==> src/rtl/solar_display_scanner.sv <==
// Display channel selector for the solar monitor: manual select or auto-scan
// with per-channel dwell, sample-and-hold, freeze and out-of-range detection.
module solar_display_scanner #(
    parameter int DATA_W       = 12,
    parameter int NUM_CH       = 5,
    parameter int SEL_W        = 3,
    parameter int DWELL_CYCLES = 1024,
    parameter int CNT_W        = 10
) (
    input  logic                     wb_clk_i,
    input  logic                     wb_rst_i,
    input  logic [NUM_CH*DATA_W-1:0] ch_data_i,
    input  logic                     mode_i,
    input  logic [SEL_W-1:0]         sel_i,
    input  logic                     freeze_i,
    output logic [DATA_W-1:0]        out_data,
    output logic [SEL_W-1:0]         out_ch,
    output logic                     out_valid,
    output logic                     out_sel_err,
    output logic                     scan_done
);

    typedef enum logic [1:0] {RESET_LOAD, MANUAL, AUTO} state_t;

    localparam int                TABLE_SIZE = 2**SEL_W;
    localparam logic [SEL_W:0]    NUM_CH_W   = (SEL_W+1)'(NUM_CH);
    localparam logic [SEL_W-1:0]  LAST_CH    = SEL_W'(NUM_CH-1);
    localparam logic [CNT_W-1:0]  DWELL_LAST = CNT_W'(DWELL_CYCLES-1);

    state_t              state_reg, state_next;
    logic                mode_q_reg;
    logic [CNT_W-1:0]    dwell_cnt_reg, dwell_cnt_next;
    logic [DATA_W-1:0]   out_data_reg, out_data_next;
    logic [SEL_W-1:0]    out_ch_reg, out_ch_next;
    logic                out_valid_reg, out_valid_next;
    logic                out_sel_err_reg, out_sel_err_next;
    logic                scan_done_reg, scan_done_next;

    logic                sel_ok;
    logic                mode_change;
    logic [SEL_W-1:0]    eff_ch;
    logic [SEL_W-1:0]    nxt_ch;

    // Table padded to the full select range so every index is defined.
    logic [DATA_W-1:0]   ch_table [TABLE_SIZE];

    genvar gi;
    generate
        for (gi = 0; gi < TABLE_SIZE; gi++) begin : g_ch
            if (gi < NUM_CH) begin : g_real
                assign ch_table[gi] = ch_data_i[gi*DATA_W +: DATA_W];
            end else begin : g_pad
                assign ch_table[gi] = '0;
            end
        end
    endgenerate

    assign sel_ok      = ({1'b0, sel_i} < NUM_CH_W);
    assign eff_ch      = sel_ok ? sel_i : '0;
    assign nxt_ch      = (out_ch_reg == LAST_CH) ? '0 : out_ch_reg + 1'b1;
    assign mode_change = (mode_i != mode_q_reg);

    always_ff @(posedge wb_clk_i) begin
        if (wb_rst_i) begin
            state_reg       <= RESET_LOAD;
            mode_q_reg      <= mode_i;
            dwell_cnt_reg   <= '0;
            out_data_reg    <= '0;
            out_ch_reg      <= '0;
            out_valid_reg   <= 1'b0;
            out_sel_err_reg <= 1'b0;
            scan_done_reg   <= 1'b0;
        end else begin
            state_reg       <= state_next;
            mode_q_reg      <= mode_i;
            dwell_cnt_reg   <= dwell_cnt_next;
            out_data_reg    <= out_data_next;
            out_ch_reg      <= out_ch_next;
            out_valid_reg   <= out_valid_next;
            out_sel_err_reg <= out_sel_err_next;
            scan_done_reg   <= scan_done_next;
        end
    end

    always_comb begin
        state_next       = state_reg;
        dwell_cnt_next   = dwell_cnt_reg;
        out_data_next    = out_data_reg;
        out_ch_next      = out_ch_reg;
        out_valid_next   = 1'b0;
        out_sel_err_next = 1'b0;
        scan_done_next   = 1'b0;

        case (state_reg)
            RESET_LOAD: begin
                out_valid_next = 1'b1;
                dwell_cnt_next = '0;
                if (mode_i) begin
                    state_next    = AUTO;
                    out_ch_next   = '0;
                    out_data_next = ch_table[0];
                end else begin
                    state_next       = MANUAL;
                    out_ch_next      = eff_ch;
                    out_data_next    = ch_table[eff_ch];
                    out_sel_err_next = ~sel_ok;
                end
            end
            MANUAL, AUTO: begin
                if (!mode_i) begin
                    state_next       = MANUAL;
                    dwell_cnt_next   = '0;
                    out_ch_next      = eff_ch;
                    out_data_next    = ch_table[eff_ch];
                    out_sel_err_next = ~sel_ok;
                    out_valid_next   = (eff_ch != out_ch_reg);
                end else if (mode_change) begin
                    // Entering auto: re-sample the channel already on display.
                    state_next     = AUTO;
                    dwell_cnt_next = '0;
                    out_data_next  = ch_table[out_ch_reg];
                    out_valid_next = 1'b1;
                end else if (!freeze_i) begin
                    if (dwell_cnt_reg == DWELL_LAST) begin
                        dwell_cnt_next = '0;
                        out_ch_next    = nxt_ch;
                        out_data_next  = ch_table[nxt_ch];
                        out_valid_next = 1'b1;
                        scan_done_next = (nxt_ch == '0);
                    end else begin
                        dwell_cnt_next = dwell_cnt_reg + 1'b1;
                    end
                end
            end
            default: begin
                state_next = RESET_LOAD;
            end
        endcase
    end

    assign out_data    = out_data_reg;
    assign out_ch      = out_ch_reg;
    assign out_valid   = out_valid_reg;
    assign out_sel_err = out_sel_err_reg;
    assign scan_done   = scan_done_reg;

endmodule

==> config.mk <==
export PLATFORM = sky130hd
export DESIGN_NAME = solar_display_scanner
export DESIGN_NICKNAME = d
export VERILOG_FILES = /design/src/rtl/solar_display_scanner.sv
export SDC_FILE = /design/constraint.sdc
export NUM_CORES = 1
export LEC_CHECK = 0
export BUFFER_PORTS_ARGS = -buffer_cell sky130_fd_sc_hd__buf_4
export CORE_UTILIZATION = 35
export DETAILED_ROUTE_END_ITERATION = 10
export GPL_TIMING_DRIVEN = 0
export HOLD_SLACK_MARGIN = 0.15
export SYNTH_ARGS = -nofsm -noshare
export SYNTH_HDL_FRONTEND = slang
export SYNTH_SLANG_ARGS = --single-unit
==> constraint.sdc <==
create_clock -name wb_clk_i -period 2.12 [get_ports wb_clk_i]
set_input_delay 0.106 -clock wb_clk_i [delete_from_list [all_inputs] [get_ports wb_clk_i]]
set_output_delay 0.106 -clock wb_clk_i [all_outputs]
set_load 0.05 [all_outputs]
# ---- Yosys cells after proc, flatten, opt, wreduce, memory -nomap -nowiden
# Cells that the tools add are included.
dict set report op_classes {
  n_addsub 2
  mul 0
  div_mod_pow 0
  n_lt_le_gt_ge 4
  eq_ne 12
  shifts 0
  muxes 37
  bitwise 8
  n_reduce_logical 10
}
# operator n
set op_table {}
lappend op_table {{$mux 12} 11}
lappend op_table {{$bmux 12 s3} 3}
lappend op_table {{$mux 10} 4}
lappend op_table {{$pmux 12 s2} 1}
lappend op_table {{$mux 3} 7}
lappend op_table {{$pmux 10 s2} 1}
lappend op_table {{$ge 4x4->1 const B} 3}
lappend op_table {{$ne 3x3->1 const B} 4}
lappend op_table {{$not 3->4} 3}
lappend op_table {{$add 10x1->10 const B} 1}
lappend op_table {{$eq 10x10->1 const B} 1}
lappend op_table {{$ne 4x4->1 const B} 2}
lappend op_table {{$mux 2} 3}
lappend op_table {{$pmux 3 s2} 1}
lappend op_table {{$reduce_or 3->1} 2}
lappend op_table {{$reduce_or 6->1} 1}
lappend op_table {{$not 1->1} 5}
lappend op_table {{$mux 1} 4}
lappend op_table {{$pmux 2 s2} 1}
lappend op_table {{$reduce_and 4->1} 1}
lappend op_table {{$add 3x1->3 const B} 1}
lappend op_table {{$eq 3x3->1 const B} 1}
lappend op_table {{$logic_not 3->1} 1}
lappend op_table {{$lt 3x3->1 const B} 1}
lappend op_table {{10 further kinds} 10}
dict set report word_totals {
  register_bits 31
  latchBits 0
  mem_bits_rw 0
  mem_bits_ro 0
  in_bits 67
  word_cells 81
  n_memories 0
}

# ---- Logic depth before layout (Yosys ltp)
dict set report logic_depth {
  ltp_word 11
  depth_mapped 11
  mapped_depth_nobuf 7
}

# ---- Least setup slack after synthesis
# No wires, ideal clock.
dict set report synth_timing {
  path_type {reg2reg}
  startpoint {reg out_ch_reg[0] (netlist: out_ch[0])}
  endpoint {reg out_data_reg[0] (netlist: out_data[0])}
  arrival_ns 2.583
  required_time_ns 2.029
  path_slack_ns -0.554
  stages_incl_launch_ff 11
  path_buffers 3
  path_cell_list {dfxtp_1 > buf_2 > buf_4 > inv_1 > ha_1 > or3b_1 > a21oi_2 > buf_4 > nand2_1 > a31o_1 > a311oi_1}
}
dict set report synth_via {
  elab_chain_cells 11
  elab_cells_between_ends 16
  classes_between {add/sub (1); eq/ne (1); mux (12); bitwise (2)}
}
# element line
set synth_rtl {}
lappend synth_rtl {{start, declared} 34} ;# logic [SEL_W-1:0] out_ch_reg, out_ch_next;
lappend synth_rtl {{start signal, assigned} 78} ;# out_ch_reg <= out_ch_next;
lappend synth_rtl {{$add 3x1->3 / $eq 3x3->1 (equally long branches)} 60} ;# assign nxt_ch = (out_ch_reg == LAST_CH) ? '0 : out_ch_reg + 1'b1;
lappend synth_rtl {{$mux 3} 60}
lappend synth_rtl {{$not 3->4 (not written as such)} 127} ;# out_data_next = ch_table[nxt_ch];
lappend synth_rtl {{$bmux 12 s3} 127}
lappend synth_rtl {{$mux 12 (not written as such) (2 in a row)} 127}
lappend synth_rtl {{$mux 12} 124} ;# if (dwell_cnt_reg == DWELL_LAST) begin
lappend synth_rtl {{$mux 12} 123} ;# end else if (!freeze_i) begin
lappend synth_rtl {{$mux 12 *} 117} ;# end else if (mode_change) begin
lappend synth_rtl {{$mux 12 *} 110} ;# if (!mode_i) begin
lappend synth_rtl {{$pmux 12 s2 *} 94} ;# case (state_reg)
lappend synth_rtl {{end signal, assigned} 77} ;# out_data_reg <= out_data_next;
lappend synth_rtl {{end, declared} 33} ;# logic [DATA_W-1:0] out_data_reg, out_data_next;
# Every way passes the cells marked *; elsewhere a longest branch is shown, timed or not. The select of a mux whose other input is x is not followed.
# A chain may end at the register's enable or synchronous reset.

# ---- Worst setup path after layout
dict set report layout_timing {
  startpoint {reg state_reg[1]}
  endpoint {reg out_data_reg[8] (netlist: out_data[8])}
}
dict set report layout_via {
  elab_chain_cells 4
  elab_cells_between_ends 9
  classes_between {eq/ne (4); mux (1); reduce/logical (4)}
}
# element line
set layout_rtl {}
lappend layout_rtl {{start, declared} 30} ;# state_t state_reg, state_next;
lappend layout_rtl {{start signal, assigned} 74} ;# state_reg <= state_next;
lappend layout_rtl {{$eq 2x1->1 / $eq 2x2->1 (equally long branches)} 94}
lappend layout_rtl {{$reduce_or 2->1} 94}
lappend layout_rtl {{$ne 4x4->1 (no line) / $reduce_bool 2->1 (equally long branches)} n/a}
lappend layout_rtl {{$reduce_and 3->1 (no line)} n/a}
# Parallel ways exist; a longest one is shown, timed or not.

==> impl_metrics.env <==
export IMPL_setup_violations_final=0
export IMPL_fp_coreArea_um2=9240
export IMPL_cp_start_kind="register"
export IMPL_dp_hpwl_um=10140
export IMPL_design_area_um2=4603
export IMPL_antenna_left=0
export IMPL_grt_ovfl_total=0
export IMPL_synth_seq_cells=31
export IMPL_fp_dieW_um=99.55
export IMPL_die_area_um2=9910
export IMPL_async_flop_share_pct=0
export IMPL_grt_pass1_wl_um=19770
export IMPL_synthTopCellsByArea="dfxtp_1 (19%), mux2i_1 (15%), o22ai_1 (6.8%)"
export IMPL_totalWireLength_um=13090
export IMPL_synth_cell_area_um2=3331
export IMPL_hold_path_class="primary input to register"
export IMPL_postSynth_topFlopCell="dfxtp_1"
export IMPL_postSynthAreaPerCell_um2=7.782
export IMPL_setup_worst_path_class="register to register"
export IMPL_num_vias=4047
export IMPL_ir_drop_mv=0.4437
export IMPL_synth_nets=502
export IMPL_endpoint_kind="register"
export IMPL_cts_inserted_buffers=5
export IMPL_powerDensity_nw_per_um2=596.6
export IMPL_synth_common_cells="mux2i_1 (49), o22ai_1 (36), nand2_1 (34)"
export IMPL_finalCriticalPeriod_ns=2.104
export IMPL_drive_above_1_share_pct=33.71
export IMPL_io_pins=85
export IMPL_finalHoldViolations=0
export IMPL_outcome="complete, no violations"
export IMPL_timing_final_crit_share_pct=99.25
export IMPL_slew_headroom_pct=59.43
export IMPL_h_tree_depth=2
export IMPL_numPortBuffers=82
export IMPL_synth_warnings=0
export IMPL_worstPathMaxFanout=4
export IMPL_clk_pin_slew_ns=0.07
export IMPL_drcViolationCount=0
export IMPL_maxCapViolations=0
export IMPL_yosysTopAreaCell="dfxtp_1"
export IMPL_num_antenna_cells=0
export IMPL_netlist_area_leader_share_pct=18.63
export IMPL_min_path_cells=4
export IMPL_gr_usage_all_layers_pct=25.80
export IMPL_antenna_found_initial=0
export IMPL_skew_ns=0.006365
export IMPL_fmax_mhz=475.3
export IMPL_grt_pass1_vias=3858
export IMPL_dp_cells=639
export IMPL_wl_per_cell_um=19.74
export IMPL_nNetsFinal=607
export IMPL_start_util_pct=36.05
export IMPL_grt_max_degree=11
export IMPL_cts_tree="built"
export IMPL_clock_sinks=31
export IMPL_synth_edf_count=0
export IMPL_num_rows=35
export IMPL_drv_slew=0
export IMPL_hold_slack_ns=0.2041
export IMPL_die_height_um=99.55
export IMPL_yosysUniqueCellTypes=56
export IMPL_arrival_ns=2.29
export IMPL_syn_inst=428
export IMPL_dpl_cell_area_um2=4156
export IMPL_rsz0062_at_grt="true"
export IMPL_yosysMostFrequentCell="mux2i_1"
export IMPL_firstDrtPassIters=7
export IMPL_cts_root_buf="clkbuf_8"
export IMPL_drtIter0Drc=314
export IMPL_clkLatencyLatePin_ns=0.28
export IMPL_vias_per_cell=6.104
export IMPL_globalplace_congestion=0.9702
export IMPL_cts_path_max_buffers=2
export IMPL_largest_reg_flops=12
export IMPL_area_delta_synth_final_pct=38.20
export IMPL_p_leak_nw=1.949
export IMPL_reg2reg_depth=9
export IMPL_tightest_slew_ns=0.6086
export IMPL_yosysSeqAreaShare_pct=18.63
export IMPL_instances_no_fill=663
export IMPL_required_ns=2.31
## power by group
part           total, mW  switching (mW)  internal [mW]
Sequential         0.674          0.0377          0.636
Clock              0.487           0.225          0.262
Combinational       1.59           0.911          0.674
Total               2.75            1.17           1.57
## critical path: stages (launching register included)
cell	delay [ns]
dfxtp_1	0.35
inv_1	0.05
ha_1	0.29
buf_6	0.12
nand4b_1	0.23
buf_4	0.22
o22ai_1	0.22
a21oi_1	0.06
a31o_1	0.21
a311oi_2	0.24
## logic make-up after synthesis
| logic type | after synthesis | synth area share (%) |
|---|---|---|
| AO/OA/AOI/OAI | 155 | 35.24 |
| XOR/XNOR | 10 | 2.630 |
| adder cells (fa/ha/maj) | 8 | 2.968 |
| buffers and inverters | 62 | 8.602 |
| flip-flops | 31 | 18.63 |
| multiplexers | 49 | 14.73 |
| AND/OR/NAND/NOR | 113 | 17.21 |
## path summary, 6_finish.rpt
path	endpoint	slack [ns]	start
worst max-delay path	out_data[8]$_SDFFE_PP0P_	0.02	state_reg[1]$_SDFFE_PP0P_
worst min-delay path	scan_done$_SDFF_PP0_	0.20	freeze_i
worst max register to register	out_data[8]$_SDFFE_PP0P_	0.02	state_reg[1]$_SDFFE_PP0P_
worst min register to register	dwell_cnt_reg[8]$_SDFFE_PP0P_	0.51	dwell_cnt_reg[8]$_SDFFE_PP0P_
## routing by layer
layer | vias up | wire length (um) | track usage (%)
met4 | 0 | 477 | 9.615
met3 | 44 | 849 | 3.795
met2 | 204 | 6035 | 43.86
li1 | 1875 | - | -
met1 | 1924 | 5725 | 32.97
met5 | - | 0 | 0
## through the flow
stage / TNS, ns / power (mW) / util [%] / worst slack, ns
finish: 0 / 2.746 / 49.82 / 0.01595
global route: -0.6199 / 2.877 / 49.82 / -0.09248
CTS: -0.02901 / 2.657 / 47.94 / -0.01539
detailed placement: -4.051 / 2.100 / 44.98 / -0.3722
global placement: -4.424 / 2.099 / 44.98 / -0.4090
floorplan: -0.4598 / 1.635 / - / -0.04667
## final cells by class
class / count / area, um2
clock inverters: 1 / 5.005
plain buffers: 40 / 257.7
inverters: 20 / 82.58
clock buffers: 7 / 86.33
fillers: 956 / 4637
multi-input cells: 335 / 2611
flip-flops and latches: 31 / 629.4
repair buffers: 100 / 769.5
well taps: 129 / 161.4
## layout by cell type (no fill, tap or decap), drive strengths merged, types with 3 or more instances in the layout
| cell | n |
|---|---|
| a211oi | 3 |
| a21o | 13 |
| a21oi | 19 |
| a221oi | 12 |
| a222oi | 10 |
| a22oi | 12 |
| a2bb2oi | 11 |
| a311oi | 13 |
| a31o | 12 |
| and3 | 14 |
| buf | 123 |
| clkbuf | 22 |
| dfxtp | 31 |
| ha | 7 |
| inv | 20 |
| mux2i | 49 |
| nand2 | 34 |
| nand2b | 3 |
| nand3 | 6 |
| nand4 | 3 |
| nor2 | 30 |
| nor3 | 7 |
| o21ai | 4 |
| o22ai | 36 |
| xor2 | 9 |
## repair_timing
| action | CTS | global route |
|---|---|---|
| hold buffers | 2 | 0 |
| gates resized for setup | 26 | 35 |
| buffers inserted | 9 | 5 |
| pin swaps | 10 | 11 |
| endpoints found under the hold margin | 2 | 0 |
| endpoints found under the setup margin | 14 | 24 |
| cloned | 1 | 1 |
(Power assumes the default switching activity.)
